<file path="src/rtl/multicycle_sequencer_pkg.sv">
// Shared definitions for the multi-cycle sequencer: state encoding and the
// opcodes it accepts, also reused by the control decoder.
package multicycle_sequencer_pkg;

    localparam logic [2:0] ST_IDLE   = 3'd0;
    localparam logic [2:0] ST_FETCH  = 3'd1;
    localparam logic [2:0] ST_DECODE = 3'd2;
    localparam logic [2:0] ST_EXEC   = 3'd3;
    localparam logic [2:0] ST_MEM    = 3'd4;
    localparam logic [2:0] ST_WB     = 3'd5;
    localparam logic [2:0] ST_TRAP   = 3'd6;

    typedef enum logic [2:0] {
        S_IDLE   = ST_IDLE,
        S_FETCH  = ST_FETCH,
        S_DECODE = ST_DECODE,
        S_EXEC   = ST_EXEC,
        S_MEM    = ST_MEM,
        S_WB     = ST_WB,
        S_TRAP   = ST_TRAP
    } state_t;

    localparam logic [5:0] OP_RTYPE = 6'b000000;
    localparam logic [5:0] OP_LW    = 6'b100011;
    localparam logic [5:0] OP_SW    = 6'b101011;
    localparam logic [5:0] OP_BEQ   = 6'b000100;

    function automatic logic op_supported(input logic [5:0] op);
        return (op == OP_RTYPE) || (op == OP_LW) || (op == OP_SW) || (op == OP_BEQ);
    endfunction

endpackage

</file>
<file path="src/rtl/multicycle_sequencer_if.sv">
// Instruction and data memory request/acknowledge handshakes.
interface multicycle_sequencer_if;

    logic imem_req;
    logic imem_ack;
    logic dmem_req;
    logic dmem_we;
    logic dmem_ack;

    modport master (
        output imem_req, dmem_req, dmem_we,
        input  imem_ack, dmem_ack
    );

    modport slave (
        input  imem_req, dmem_req, dmem_we,
        output imem_ack, dmem_ack
    );

endinterface

</file>
<file path="src/rtl/multicycle_sequencer_mem_wait_timer.sv">
// Counts cycles a memory request has waited; expired fires on the last
// allowed waiting cycle so the sequencer can trap on the following edge.
module mem_wait_timer #(
    parameter int TIMEOUT = 255
) (
    input  logic clk,
    input  logic rst,
    input  logic clr,
    input  logic en,
    output logic expired
);

    localparam int W = (TIMEOUT < 2) ? 1 : $clog2(TIMEOUT + 1);
    localparam logic [W-1:0] LAST = W'(TIMEOUT - 1);

    logic [W-1:0] cnt;

    always_ff @(posedge clk) begin
        if (rst || clr) begin
            cnt <= '0;
        end else if (en) begin
            cnt <= cnt + W'(1);
        end
    end

    assign expired = en && (cnt == LAST);

endmodule

</file>
<file path="src/rtl/multicycle_sequencer.sv">
// Multi-cycle execution sequencer: walks each instruction through
// fetch/decode/exec/mem/writeback and drives the datapath latch enables.
module multicycle_sequencer
    import multicycle_sequencer_pkg::*;
#(
    parameter int TIMEOUT = 255,
    parameter int CNT_W   = 32
) (
    input  logic                    clk,
    input  logic                    rst,
    input  logic [5:0]              opcode,
    input  logic                    regwrite,
    input  logic                    memread,
    input  logic                    memwrite,
    input  logic                    branch,
    input  logic                    alu_zero,
    multicycle_sequencer_if.master  mem,
    output logic                    ir_we,
    output logic                    pc_we,
    output logic                    pc_src,
    output logic                    ab_we,
    output logic                    aluout_we,
    output logic                    mdr_we,
    output logic                    rf_we,
    output logic                    trap,
    output logic [CNT_W-1:0]        retired
);

    state_t state;
    logic   mem_rd_q;
    logic   mem_wr_q;

    logic waiting;
    logic ack_in;
    logic tmr_clr;
    logic tmr_en;
    logic tmr_expired;

    // Acks are only looked at in the state that owns the matching request.
    assign waiting = (state == S_FETCH) || (state == S_MEM);
    assign ack_in  = (state == S_FETCH) ? mem.imem_ack : mem.dmem_ack;
    assign tmr_en  = waiting && !ack_in;
    assign tmr_clr = !waiting || ack_in;

    mem_wait_timer #(
        .TIMEOUT (TIMEOUT)
    ) u_timer (
        .clk     (clk),
        .rst     (rst),
        .clr     (tmr_clr),
        .en      (tmr_en),
        .expired (tmr_expired)
    );

    always_ff @(posedge clk) begin
        if (rst) begin
            state    <= S_IDLE;
            retired  <= '0;
            mem_rd_q <= 1'b0;
            mem_wr_q <= 1'b0;
        end else begin
            case (state)
                S_IDLE:   state <= S_FETCH;
                S_FETCH: begin
                    if (mem.imem_ack) begin
                        state <= S_DECODE;
                    end else if (tmr_expired) begin
                        state <= S_TRAP;
                    end
                end
                S_DECODE: state <= op_supported(opcode) ? S_EXEC : S_TRAP;
                S_EXEC: begin
                    // Capture the access type so dmem_we cannot change mid-request.
                    mem_rd_q <= memread;
                    mem_wr_q <= memwrite;
                    if (branch) begin
                        state   <= S_FETCH;
                        retired <= retired + CNT_W'(1);
                    end else if (memread || memwrite) begin
                        state <= S_MEM;
                    end else begin
                        state <= S_WB;
                    end
                end
                S_MEM: begin
                    if (mem.dmem_ack) begin
                        if (mem_wr_q) begin
                            state   <= S_FETCH;
                            retired <= retired + CNT_W'(1);
                        end else begin
                            state <= S_WB;
                        end
                    end else if (tmr_expired) begin
                        state <= S_TRAP;
                    end
                end
                S_WB: begin
                    state   <= S_FETCH;
                    retired <= retired + CNT_W'(1);
                end
                S_TRAP:   state <= S_TRAP;
                default:  state <= S_IDLE;
            endcase
        end
    end

    logic imem_req_c;
    logic dmem_req_c;
    logic dmem_we_c;

    always_comb begin
        imem_req_c = 1'b0;
        dmem_req_c = 1'b0;
        dmem_we_c  = 1'b0;
        ir_we      = 1'b0;
        pc_we      = 1'b0;
        pc_src     = 1'b0;
        ab_we      = 1'b0;
        aluout_we  = 1'b0;
        mdr_we     = 1'b0;
        rf_we      = 1'b0;
        trap       = 1'b0;
        case (state)
            S_FETCH: begin
                imem_req_c = 1'b1;
                ir_we      = mem.imem_ack;
                pc_we      = mem.imem_ack;
            end
            S_DECODE: ab_we = 1'b1;
            S_EXEC: begin
                aluout_we = 1'b1;
                if (branch) begin
                    pc_we  = alu_zero;
                    pc_src = 1'b1;
                end
            end
            S_MEM: begin
                dmem_req_c = 1'b1;
                dmem_we_c  = mem_wr_q;
                mdr_we     = mem.dmem_ack && mem_rd_q;
            end
            S_WB:    rf_we = regwrite;
            S_TRAP:  trap  = 1'b1;
            default: ;
        endcase
    end

    assign mem.imem_req = imem_req_c;
    assign mem.dmem_req = dmem_req_c;
    assign mem.dmem_we  = dmem_we_c;

endmodule
</file>
<file path="src/flat_wrapper.sv">
// flat-port wrapper written by rule: the top's interface ports become plain ports
module multicycle_sequencer_flat import multicycle_sequencer_pkg::*;
#(
    parameter int TIMEOUT = 255,
    parameter int CNT_W   = 32
)
  (clk, rst, opcode, regwrite, memread, memwrite, branch, alu_zero, ir_we, pc_we, pc_src, ab_we, aluout_we, mdr_we, rf_we, trap, retired, mem_imem_req, mem_dmem_req, mem_dmem_we, mem_imem_ack, mem_dmem_ack);
  multicycle_sequencer_if mem_i ();
  input  logic clk;
  input  logic rst;
  input  logic [5:0] opcode;
  input  logic regwrite;
  input  logic memread;
  input  logic memwrite;
  input  logic branch;
  input  logic alu_zero;
  output logic ir_we;
  output logic pc_we;
  output logic pc_src;
  output logic ab_we;
  output logic aluout_we;
  output logic mdr_we;
  output logic rf_we;
  output logic trap;
  output logic [CNT_W-1:0] retired;
  output wire logic [$bits(mem_i.imem_req)-1:0] mem_imem_req;
  output wire logic [$bits(mem_i.dmem_req)-1:0] mem_dmem_req;
  output wire logic [$bits(mem_i.dmem_we)-1:0] mem_dmem_we;
  input wire logic [$bits(mem_i.imem_ack)-1:0] mem_imem_ack;
  input wire logic [$bits(mem_i.dmem_ack)-1:0] mem_dmem_ack;
  assign mem_imem_req = mem_i.imem_req;
  assign mem_dmem_req = mem_i.dmem_req;
  assign mem_dmem_we = mem_i.dmem_we;
  assign mem_i.imem_ack = mem_imem_ack;
  assign mem_i.dmem_ack = mem_dmem_ack;
  multicycle_sequencer #(.TIMEOUT(TIMEOUT), .CNT_W(CNT_W)) u_core (.clk(clk), .rst(rst), .opcode(opcode), .regwrite(regwrite), .memread(memread), .memwrite(memwrite), .branch(branch), .alu_zero(alu_zero), .mem(mem_i), .ir_we(ir_we), .pc_we(pc_we), .pc_src(pc_src), .ab_we(ab_we), .aluout_we(aluout_we), .mdr_we(mdr_we), .rf_we(rf_we), .trap(trap), .retired(retired));
endmodule
</file>
<file path="config.mk">
export PLATFORM = sky130hd
export DESIGN_NAME = multicycle_sequencer_flat
export DESIGN_NICKNAME = d
export VERILOG_FILES = /design/src/rtl/multicycle_sequencer_pkg.sv /design/src/rtl/multicycle_sequencer_if.sv /design/src/rtl/multicycle_sequencer_mem_wait_timer.sv /design/src/rtl/multicycle_sequencer.sv /design/src/flat_wrapper.sv
export SDC_FILE = /design/constraint.sdc
export NUM_CORES = 1
export LEC_CHECK = 0
export ABC_AREA = 0
export ABC_CLOCK_PERIOD_IN_PS = 2500
export BUFFER_PORTS_ARGS = -buffer_cell sky130_fd_sc_hd__buf_2
export CORE_UTILIZATION = 53
export CTS_CLUSTER_DIAMETER = 200
export DETAILED_ROUTE_END_ITERATION = 7
export GPL_TIMING_DRIVEN = 0
export PLACE_DENSITY = 0.75
export SLEW_MARGIN = 20
export SYNTH_ARGS = -nofsm -noshare
export SYNTH_HDL_FRONTEND = slang
export SYNTH_SLANG_ARGS = --single-unit
</file>
<file path="constraint.sdc">
create_clock -name clk -period 2.5 [get_ports clk]
set_clock_uncertainty 0.1 [all_clocks]
set_input_delay 0.25 -clock clk [delete_from_list [all_inputs] [get_ports clk]]
set_output_delay 0.25 -clock clk [all_outputs]
set_load 0.01 [all_outputs]
</file>
==> results.md <==
- Antenna violations before repair: 0
- CP endpoint kind: register
- Pwr dens: 477 nW/um^2
- CP Max Fanout: 10
- Asr flop ratio synth: 0%
- Critical path required time: 2.63 ns
- Hold buffers post-CTS: 0
- Clock root cell: clkbuf_8
- Number of antenna-violating nets in the routed design: 0
- Sink Count: 45
- Worst-case clock buffer depth: 2
- Max layer used: met4
- Rows: 24
- Final HPWL DP: 4.05 mm
- Diode count: 0
- Worst Hold Class: input port to register
- Max VDD drop: 274 uV
- Cell count after placement: 397
- Core area: 4350 sq um
- Met1 wire length: 2.48 mm
- Residual DRC count: 0
- Largest net degree at the start of global routing: 16
- First-pass GRT wire length: 9.32 mm
- Final Critical Period: 2.27 ns
- Final setup TNS: 0 ns
- Grt ovf: 0
- Register area share after synthesis: 37.4%
- Post-synth EDFFs: 0
- Slew HR: 51.6%
- Prevailing post-synth register cell: dfxtp_1
- Worst skew pair latency: 0.30 ns
- H-tree depth: 2
- First-iteration detailed-routing DRC count: 158
- Die Footprint: 4820 sq um
- Peak Freq: 441 MHz
- Post-CTS Setup Inserts: 0
- Starting Density: 55.3%
- Synth Cell Area: 2410 sq um
- Final setup fails: 0
- CTS-repair resized insts: 0
- DIE HEIGHT: 69.4 microns
- Vias in the first global route: 2138
- Startpoint Class: register
- Clk slew on worst S/H paths: 0.09 ns
- Fin cells: 405
- Status: finished, final reports clean
- Via density: 5.85
- Die Wd: 69.4 microns
- Syn Inst Count: 288
- Post-layout nets: 370
- Synth cell types: 45
- Worst Path Class, Setup: register to register
- GRT Overall Usage: 23.7%
- Post-Route WL: 5.59 mm
- Clock buffers created by TritonCTS: 5
- Unrepaired setup endpoints after global routing: false
- Slew Limit Fails: 0
- Leakage power: 1.19 nW
- Synth Register Bits: 45
- I/O pins: 58
- Vias: 2369
- Met3 wire len: 286 microns
- Syn Nets: 306
- Met2 routed WL: 2.72 mm
- Worst Max-Slew Pin Slew: 0.719 ns
- Final period utilization: 90.7%
- CP arrival: 2.39 ns
- CTS tree: yes
- # Max-Cap Violations: 0
- Yosys warning count: 0
- Post-DR wirelength/cell: 13.8 microns
- DR pass1 iterations: 4
- Avg Cell Area, Syn: 8.36 sq um
- Final Hold Viols: 0
- Tot Pwr: 1.36 mW
- Gp weighted congestion: 0.820
- Hold WS: 0.109 ns
- Area delta synth->final: 18.6%
- # port buffers: 57
- Share of layout cells above drive strength 1: 25.5%
[report_power, final]
part,switching (mW),total (mW),internal (mW)
Combinational,0.0970,0.164,0.0665
Clock,0.259,0.455,0.196
Sequential,0.0143,0.743,0.728
Total,0.370,1.36,0.991
[routing by layer]
layer / global-route usage [%] / vias to the layer above
li1: - / 1189
met1: 29.7 / 1098
met2: 40.8 / 70
met3: 4.51 / 12
met4: 7.71 / 0
met5: 0 / -
[through the flow]
| step | util, % | worst slack, ns | area, sq um |
|---|---|---|---|
| 2_1_floorplan | - | 0.425 | 2410 |
| 3_5_place_dp | 63.3 | 0.209 | 2760 |
| 6_report | 65.6 | 0.232 | 2860 |
| 3_3_place_gp | 63.3 | 0.213 | 2760 |
| 5_1_grt | 65.6 | 0.0152 | 2860 |
| 4_1_cts | 65.4 | 0.178 | 2850 |
[sequential cells by signal, summed over array words and instances, names as in the netlist]
name,cells
u_core.mem_wr_q,1
u_core.retired,32
u_core.state,3
u_core.mem_rd_q,1
u_core.u_timer.cnt,8
[cells in the mapped netlist, drive strengths merged (4+ instances only)]
cell type   n  area (sq um)
a21oi      20           100
mux2       12           139
xor2        6          52.6
o31ai      12          90.1
nor4        4          25.0
o21ai       6          30.0
or3         5          31.3
nor2b      13          81.3
nand3      14          70.1
and3        7          43.8
buf         5          23.8
nand2b      5          31.3
inv         6          22.5
clkbuf     10          37.5
or4        13          97.6
nor2       35           131
nand4      13          87.6
dfxtp      45           901
and4        5          43.8
nand2      17          63.8
[cell families (layout without fill, tap and decap cells)]
family,count (synthesis),count (layout),synth area share (%)
flip-flops,45,45,37.4
XOR/XNOR,9,9,3.27
buffers and inverters,21,86,3.48
multiplexers,15,15,7.02
adder cells (fa/ha/maj),3,3,1.56
AO/OA/AOI/OAI,50,50,13.5
AND/OR/NAND/NOR,145,145,33.8
[critical path, cell delays in order (launching register included)]
cell and delay [ns]:
dfxtp_1 0.31, buf_2 0.17, and4b_1 0.26, o311ai_2 0.54
buf_2 0.31, buf_2 0.24, o21ai_0 0.12, a21oi_1 0.14
[path summary, 6_finish.rpt]
check                                    start                         endpoint  cells after the start  slack [ns]
setup reg to reg    u_core.state[1]$_SDFF_PP0_  u_core.retired[17]$_SDFFE_PP0P_                      7        0.23
hold reg to reg   u_core.mem_rd_q$_SDFFE_PP0P_     u_core.mem_rd_q$_SDFFE_PP0P_                      2        0.40
setup / recovery    u_core.state[1]$_SDFF_PP0_  u_core.retired[17]$_SDFFE_PP0P_                      7        0.23
hold / removal                         memread     u_core.mem_rd_q$_SDFFE_PP0P_                      3        0.11
[cells in the final DEF, fill, tap and decap left out, types with 2 or more instances in the layout]
cell type	n
or4_1	13
xnor2_1	3
nand4_1	12
nand4b_1	3
nand2b_1	5
buf_2	61
and4_1	5
dfxtp_1	45
nor3_1	2
o21ai_0	6
nor2b_1	13
clkinvlp_4	3
clkbuf_8	5
nand2_1	17
mux2i_1	3
clkbuf_1	10
or3_1	5
inv_1	5
mux2_2	11
a21oi_1	20
nand3b_1	2
o31ai_1	12
and2_1	2
nand3_1	14
or3b_2	2
nor2_1	35
ha_1	3
xor2_1	6
a31oi_1	3
and3_1	7
nor4_1	3
[cell type report]
| type | instances | area (sq um) |
|---|---|---|
| Timing Repair Buffer | 57 | 285 |
| Buffer | 15 | 61.3 |
| Clock inverter | 3 | 22.5 |
| Clock buffer | 5 | 68.8 |
| Multi-Input combinational cell | 222 | 1430 |
| Fill cell | 397 | 1500 |
| Sequential cell | 45 | 901 |
| Tap cell | 52 | 65.1 |
| Inverter | 6 | 22.5 |
No activity file was read; power rests on OpenSTA's default activity.
